**src/rtl/ex_result_stage.sv**
```systemverilog
// Execute-stage result buffer: 2-entry skid buffer between the ALU and writeback,
// with combinational forwarding of buffered results and a sticky overflow flag.
module ex_result_stage #(
  parameter int WIDTH = 16,
  parameter int RW    = 3
) (
  input  logic             clk,
  input  logic             rst,
  input  logic             in_valid,
  output logic             in_ready,
  input  logic [WIDTH-1:0] in_result,
  input  logic             in_z,
  input  logic             in_ofl,
  input  logic             in_wr_en,
  input  logic [RW-1:0]    in_wr_reg,
  input  logic             in_trap_en,
  input  logic             flush,
  output logic             out_valid,
  input  logic             out_ready,
  output logic [WIDTH-1:0] out_result,
  output logic             out_z,
  output logic             out_wr_en,
  output logic [RW-1:0]    out_wr_reg,
  output logic             out_exc,
  input  logic [RW-1:0]    fwd_reg,
  output logic             fwd_hit,
  output logic [WIDTH-1:0] fwd_data,
  output logic             ofl_sticky,
  input  logic             ofl_clr
);

  typedef struct packed {
    logic [WIDTH-1:0] result;
    logic             z;
    logic             wr_en;
    logic [RW-1:0]    wr_reg;
    logic             exc;
  } entry_t;

  typedef enum logic [1:0] {EMPTY, ONE, TWO} state_t;

  state_t state_q, state_d;
  entry_t head_q, head_d, skid_q, skid_d, new_e;
  logic   sticky_q, sticky_d;
  logic   head_vld, skid_vld, accept, pop;
  logic   hit_head, hit_skid;

  // Entry valids are implied by occupancy.
  assign head_vld = (state_q != EMPTY);
  assign skid_vld = (state_q == TWO);
  assign in_ready = ~skid_vld;
  assign accept   = in_valid & in_ready;
  assign pop      = head_vld & out_ready;

  // Trapping overflow suppresses the register write.
  always_comb begin
    new_e        = '0;
    new_e.result = in_result;
    new_e.z      = in_z;
    new_e.exc    = in_ofl & in_trap_en;
    new_e.wr_en  = in_wr_en & ~(in_ofl & in_trap_en);
    new_e.wr_reg = in_wr_reg;
  end

  always_comb begin
    state_d = state_q;
    head_d  = head_q;
    skid_d  = skid_q;
    if (flush) begin
      state_d = EMPTY;
    end else begin
      unique case (state_q)
        EMPTY: if (accept) begin
          state_d = ONE;
          head_d  = new_e;
        end
        ONE: begin
          if (accept && !pop) begin
            state_d = TWO;
            skid_d  = new_e;
          end else if (accept && pop) begin
            head_d = new_e;
          end else if (pop) begin
            state_d = EMPTY;
          end
        end
        TWO: if (pop) begin
          state_d = ONE;
          head_d  = skid_q;
        end
        default: state_d = EMPTY;
      endcase
    end
  end

  // Set beats clear when both happen in the same cycle.
  always_comb begin
    sticky_d = sticky_q;
    if (ofl_clr)           sticky_d = 1'b0;
    if (accept && in_ofl)  sticky_d = 1'b1;
  end

  always_ff @(posedge clk or posedge rst) begin
    if (rst) begin
      state_q  <= EMPTY;
      head_q   <= '0;
      skid_q   <= '0;
      sticky_q <= 1'b0;
    end else begin
      state_q  <= state_d;
      head_q   <= head_d;
      skid_q   <= skid_d;
      sticky_q <= sticky_d;
    end
  end

  assign out_valid  = head_vld;
  assign out_result = head_vld ? head_q.result : '0;
  assign out_z      = head_vld & head_q.z;
  assign out_wr_en  = head_vld & head_q.wr_en;
  assign out_wr_reg = head_vld ? head_q.wr_reg : '0;
  assign out_exc    = head_vld & head_q.exc;
  assign ofl_sticky = sticky_q;

  // SKID holds the younger instruction, so it wins the forward.
  assign hit_head = head_vld & head_q.wr_en & (head_q.wr_reg == fwd_reg);
  assign hit_skid = skid_vld & skid_q.wr_en & (skid_q.wr_reg == fwd_reg);
  assign fwd_hit  = hit_head | hit_skid;
  assign fwd_data = hit_skid ? skid_q.result :
                    hit_head ? head_q.result : '0;

endmodule

```
**config.mk**
```make
export PLATFORM = sky130hd
export DESIGN_NAME = ex_result_stage
export DESIGN_NICKNAME = d
export VERILOG_FILES = /design/src/rtl/ex_result_stage.sv
export SDC_FILE = /design/constraint.sdc
export NUM_CORES = 1
export LEC_CHECK = 0
export CORE_AREA = 2 2 85 87
export CTS_CLUSTER_SIZE = 25
export DETAILED_ROUTE_END_ITERATION = 8
export DIE_AREA = 0 0 87 89
export PLACE_DENSITY = 0.67
export SLEW_MARGIN = 20
export SYNTH_ARGS = -nofsm -noshare
export SYNTH_HDL_FRONTEND = slang
export SYNTH_SLANG_ARGS = --single-unit
```
**constraint.sdc**
```tcl
create_clock -name clk -period 3.5 [get_ports clk]
set_input_delay 0.7 -clock clk [delete_from_list [all_inputs] [get_ports clk]]
set_output_delay 0.7 -clock clk [all_outputs]
set_load 0.005 [all_outputs]
```
After elaboration in Yosys (flattened, before gate mapping) --
Cells that the tools add are included.
Storage, ports and cells: bits of input ports 32, flip-flop bits (word level) 47, output and inout port bits 42
Cells by class: bitwise gates (word level) 14, mux-type cells 18, reduce and logical (&&, ||, !) cells 11, eq/ne operators 12
Operator list (number):
- $mux W22 | 4
- $pmux W22 S3 | 1
- $mux W16 | 3
- $mux W2 | 6
- $and A1 B1 Y1 | 10
- $ne A4 B4 Y1 const B | 2
- $eq A3 B3 Y1 | 2
- $ne A2 B2 Y1 const B | 3
- $pmux W2 S3 | 1
- $reduce_and A6 Y1 | 1
- $reduce_and A4 Y1 | 1
- $reduce_bool A2 Y1 | 2
- $logic_and A1 B1 Y1 | 3
- $mux W3 | 1
- $ne A3 B2 Y1 const B | 1
- $ne A3 B3 Y1 const B | 1
- $not A1 Y1 | 3
- $reduce_and A3 Y1 | 1
- $reduce_bool A3 Y1 | 1
- $eq A2 B1 Y1 const B | 1
- $eq A2 B2 Y1 const B | 1
- $logic_not A2 Y1 | 1
- $mux W1 | 2
- $ne A2 B1 Y1 const B | 1
- 2 further kinds | 2

Longest topological paths before layout --
depth after elaboration 8, depth in mapped cells 7, depth with buffers taken out 5

Worst setup path before layout --
Ideal clock, no wire load.
kind input to output, start point in fwd_reg[2], end point out fwd_data[10], buffers on the path 1, cell stages on the path 5, setup slack 1.183 ns, arrival 1.617 ns, required time 2.800 ns, path through xor2_1 > nor4_4 > buf_6 > nand2_1 > o21ai_2
On the way: cells in the longest elaborated chain, start to end 4, elaborated cells on any way between the ends 6, classes of those cells 2 x eq/ne; 2 x mux; 2 x bitwise
Ends and longest elaborated chain:
- from (decl) | line 25 | input logic [RW-1:0] fwd_reg,
- $eq A3 B3 Y1 | line 126 | assign hit_head = head_vld & head_q.wr_en & (head_q.wr_reg == fwd_reg);
- $and A1 B1 Y1 | line 126
- $mux W16 | line 130 | hit_head ? head_q.result : '0;
- $mux W16 * | line 129 | assign fwd_data = hit_skid ? skid_q.result :
- to (decl) | line 27 | output logic [WIDTH-1:0] fwd_data,
Every way passes the cells marked *; elsewhere a longest branch is shown, timed or not.

Worst setup path after layout --
Ends and elaborated chain as after synthesis.

==> load_flow_metrics.sql <==
INSERT INTO impl_metrics (metric_group, metric, value, unit) VALUES
('cells_and_area', 'areaGrowthSynthToFinish', '34.5', '%'),
('timing', 'worst_pin_slew', '0.808', 'ns'),
('flow_run', 'maxCapViolCount', '0', ''),
('power', 'p_sw', '421', 'uW'),
('global_route', 'wire_length_of_the_first_global_routing_pass', '9.80', 'mm'),
('global_route', 'grt_antenna_before_repair', '0', ''),
('clock_tree', 'cts_sinks', '47', ''),
('detailed_routing', 'vias', '2066', ''),
('global_route', 'largest_net_degree_at_the_start_of_global_routing', '48', ''),
('yosys', 'yosysTopAreaCellShare', '44.7', '%'),
('detailed_routing', 'viasPerCell', '4.82', ''),
('floorplan', 'start_util', '39.2', '%'),
('global_route', 'grtUsageMet2', '27.8', '%'),
('timing', 'timing.slew.headroom', '46.1', '%'),
('global_route', 'use_met1', '21.3', '%'),
('power', 'power.density', '410', 'nW/um^2'),
('clock_tree', 'cts-hold-fix-buffers', '0', ''),
('power', 'switching_share', '29.0', '%'),
('global_route', 'gr_met3_demand_resource', '4.25', '%'),
('floorplan', 'placeableCoreArea', '6720', 'um^2'),
('yosys', 'netlist-cell-type-count', '29', ''),
('detailed_routing', 'drt_iter0_drc', '108', ''),
('placement', 'io_buffer_count', '73', ''),
('critical_path', 'criticalPathCategory', 'in2out', ''),
('floorplan', 'fp.dieArea', '7740', 'um^2'),
('cells_and_area', 'nets', '380', ''),
('timing', 'rsz0062_at_grt', 'no', ''),
('yosys', 'synth-compound-area-share', '6.56', '%'),
('status', 'outcome', 'complete, no violations', ''),
('detailed_routing', 'avgRoutedWirePerCell', '14.1', 'um'),
('floorplan', 'die_height', '89', 'um'),
('clock_tree', 'cts.repair_timing.setup_buffer_count', '0', ''),
('critical_path', 'critical_path.cell_chain', 'clkdlybuf4s50_1, xor2_1, nor4_4, buf_4, nand2_1, o21ai_2, clkdlybuf4s50_1', ''),
('timing', 'max_freq', '305', 'MHz'),
('yosys', 'post_synth_instance_area', '2630', 'um^2'),
('clock_tree', 'cts_inserted_buffers', '5', ''),
('clock_tree', 'cts_tree', 'built', ''),
('yosys', 'synth-adder-area-share', '0', '%'),
('clock_tree', 'cts-resized-gates', '0', ''),
('yosys', 'synth-xor-area-share', '2.00', '%'),
('yosys', 'syn_inst', '276', ''),
('timing', 'finalHoldViolations', '0', ''),
('critical_path', 'critical-path-slowest-cell', 'sky130_fd_sc_hd__clkdlybuf4s50_1', ''),
('placement', 'placed_wire_length_estimate_after_detailed_placement', '4.23', 'mm'),
('hold_path', 'hold_path_class', 'reg2reg', ''),
('timing', 'report.final.setup_viol', '0', ''),
('power', 'clock_power_share', '22.5', '%'),
('power', 'intPower', '1030', 'uW'),
('timing', 'fin_tns_setup', '0', 'ns'),
('timing', 'timing_max_transition_violations_final', '0', ''),
('yosys', 'synth_top_family_by_area', 'simple AND/OR/NAND/NOR gates', ''),
('global_route', 'first_global_vias', '1952', ''),
('critical_path', 'r2r_cells', '4', ''),
('critical_path', 'endpoint_kind', 'primary output', ''),
('hold_path', 'hold_depth', '1', ''),
('yosys', 'yosysWarningCount', '0', ''),
('timing', 'timing.final.crit_share', '93.6', '%'),
('yosys', 'synthesis.nets', '308', ''),
('critical_path', 'critical_path_s_most_frequent_cell', 'sky130_fd_sc_hd__clkdlybuf4s50_1', ''),
('power', 'p_leak', '0.00151', 'uW'),
('clock_tree', 'cts-root-buf', 'sky130_fd_sc_hd__clkbuf_8', ''),
('timing', 'skew', '0.0112', 'ns'),
('yosys', 'synth.avg_cell_area', '9.54', 'um^2'),
('power', 'ir_drop', '0.151', 'mV'),
('critical_path', 'worstPathRequired', '2.80', 'ns'),
('power', 'pwr-share-comb', '24.5', '%'),
('global_route', 'globalRoute.totalOverflow', '0', ''),
('critical_path', 'cp_max_fo', '12', ''),
('critical_path', 'critical-path-max-stage-delay', '0.51', 'ns'),
('critical_path', 'arrival', '2.58', 'ns'),
('clock_tree', 'clock_input_transition_at_the_sequential_cells_of_the_worst_setup_and_hold_paths', '0.09', 'ns');
==> cell usage after synthesis, drive strengths merged <==
master and instances:
a21oi 3, nor3b 1, nand3b 2, xor2 6, o21a 1, buf 13, or2 1, mux2i 1
clkbuf 2, nor3 1, nor4 2, dfrtp 47, nand3 3, nand2b 1, o21ai 20, nand2 97
o22a 1, mux2 42, nor2b 23, nor2 2, inv 7
==> path summary, 6_finish.rpt <==
path / from / to / slack, ns
min in group asynchronous: rst / skid_q[0]$_DFFE_PP0P_ / 0.84
setup / recovery: fwd_reg[2] / fwd_data[10] / 0.22
max in group asynchronous: rst / head_q[18]$_DFFE_PP0P_ / 2.18
setup reg to reg: state_q[1]$_DFFE_PP0P_ / skid_q[3]$_DFFE_PP0P_ / 1.57
hold / removal: head_q[0]$_DFFE_PP0P_ / head_q[0]$_DFFE_PP0P_ / 0.49
hold reg to reg: head_q[0]$_DFFE_PP0P_ / head_q[0]$_DFFE_PP0P_ / 0.49
==> routing by layer <==
metal	part of all wire [%]	vias up
met1	47	975
met4	0.97	0
met2	48	45
met3	4.4	6
li1	-	1040
met5	0	-
==> area by class of cell <==
| cell class | count | area (um^2) | share of cell area, % |
|---|---|---|---|
| well taps | 80 | 100 | 2.83 |
| inverters | 7 | 27.5 | 0.777 |
| repair buffers | 80 | 808 | 22.8 |
| clock inverters | 3 | 18.8 | 0.530 |
| multi-input cells | 207 | 1340 | 37.9 |
| flip-flops and latches | 47 | 1180 | 33.2 |
| clock buffers | 5 | 68.8 | 1.94 |
==> power by group through the flow <==
stage	clock network [uW]	logic [uW]	registers (uW)
floorplan	0	219	746
global placement	0	353	773
finish	327	355	769
CTS	338	363	768
global route	364	390	788
detailed placement	0	362	778
==> state kept, by name, summed over array words and instances, names as in the netlist <==
register    flops
head_q         22
ofl_sticky      1
state_q         2
skid_q         22
==> worst max-delay path, delay by kind of cell <==
kind	cells	cell delay, ns
buffers and inverters	3	1.20
AND/OR/NAND/NOR	2	0.38
XOR/XNOR	1	0.18
AO/OA/AOI/OAI	1	0.11
==> logic make-up after synthesis <==
kind of cell,count (synthesis)
and+or+nand+nor,133
buffers and inverters,22
AOI/OAI and AO/OA,25
muxes,43
DFF,47
xor gates and xnor gates,6
==> layout by cell type, fill, tap and decap left out, drive strengths merged, types with 2 or more instances in the layout <==
cell           netlist  final
dfrtp               47     47
buf                 13      7
o21ai               20     20
nor2b               23     23
mux2                42     42
nor4                 2      2
a21oi                3      3
nor2                 2      2
inv                  7      7
clkdlybuf4s50        0     73
xor2                 6      6
nand3                3      3
clkbuf               2      5
clkinv               0      3
nand3b               2      2
nand2               97     97
==> per-stage QoR <==
| step | total power (uW) | hold WS [ns] | utilization, % | cell area (um^2) | worst slack [ns] |
|---|---|---|---|---|---|
| 6_report | 1450 | 0.492 | 52.7 | 3540 | 0.224 |
| 5_1_grt | 1540 | 0.526 | 52.7 | 3540 | 0.0892 |
| 4_1_cts | 1470 | 0.495 | 52.7 | 3540 | 0.224 |
| 3_5_place_dp | 1140 | 0.472 | 51.4 | 3450 | 0.225 |
| 3_3_place_gp | 1130 | 0.467 | 51.4 | 3450 | 0.231 |
| 2_1_floorplan | 965 | 0.450 | - | 2630 | 1.18 |
No activity file was read; power rests on OpenSTA's default activity.
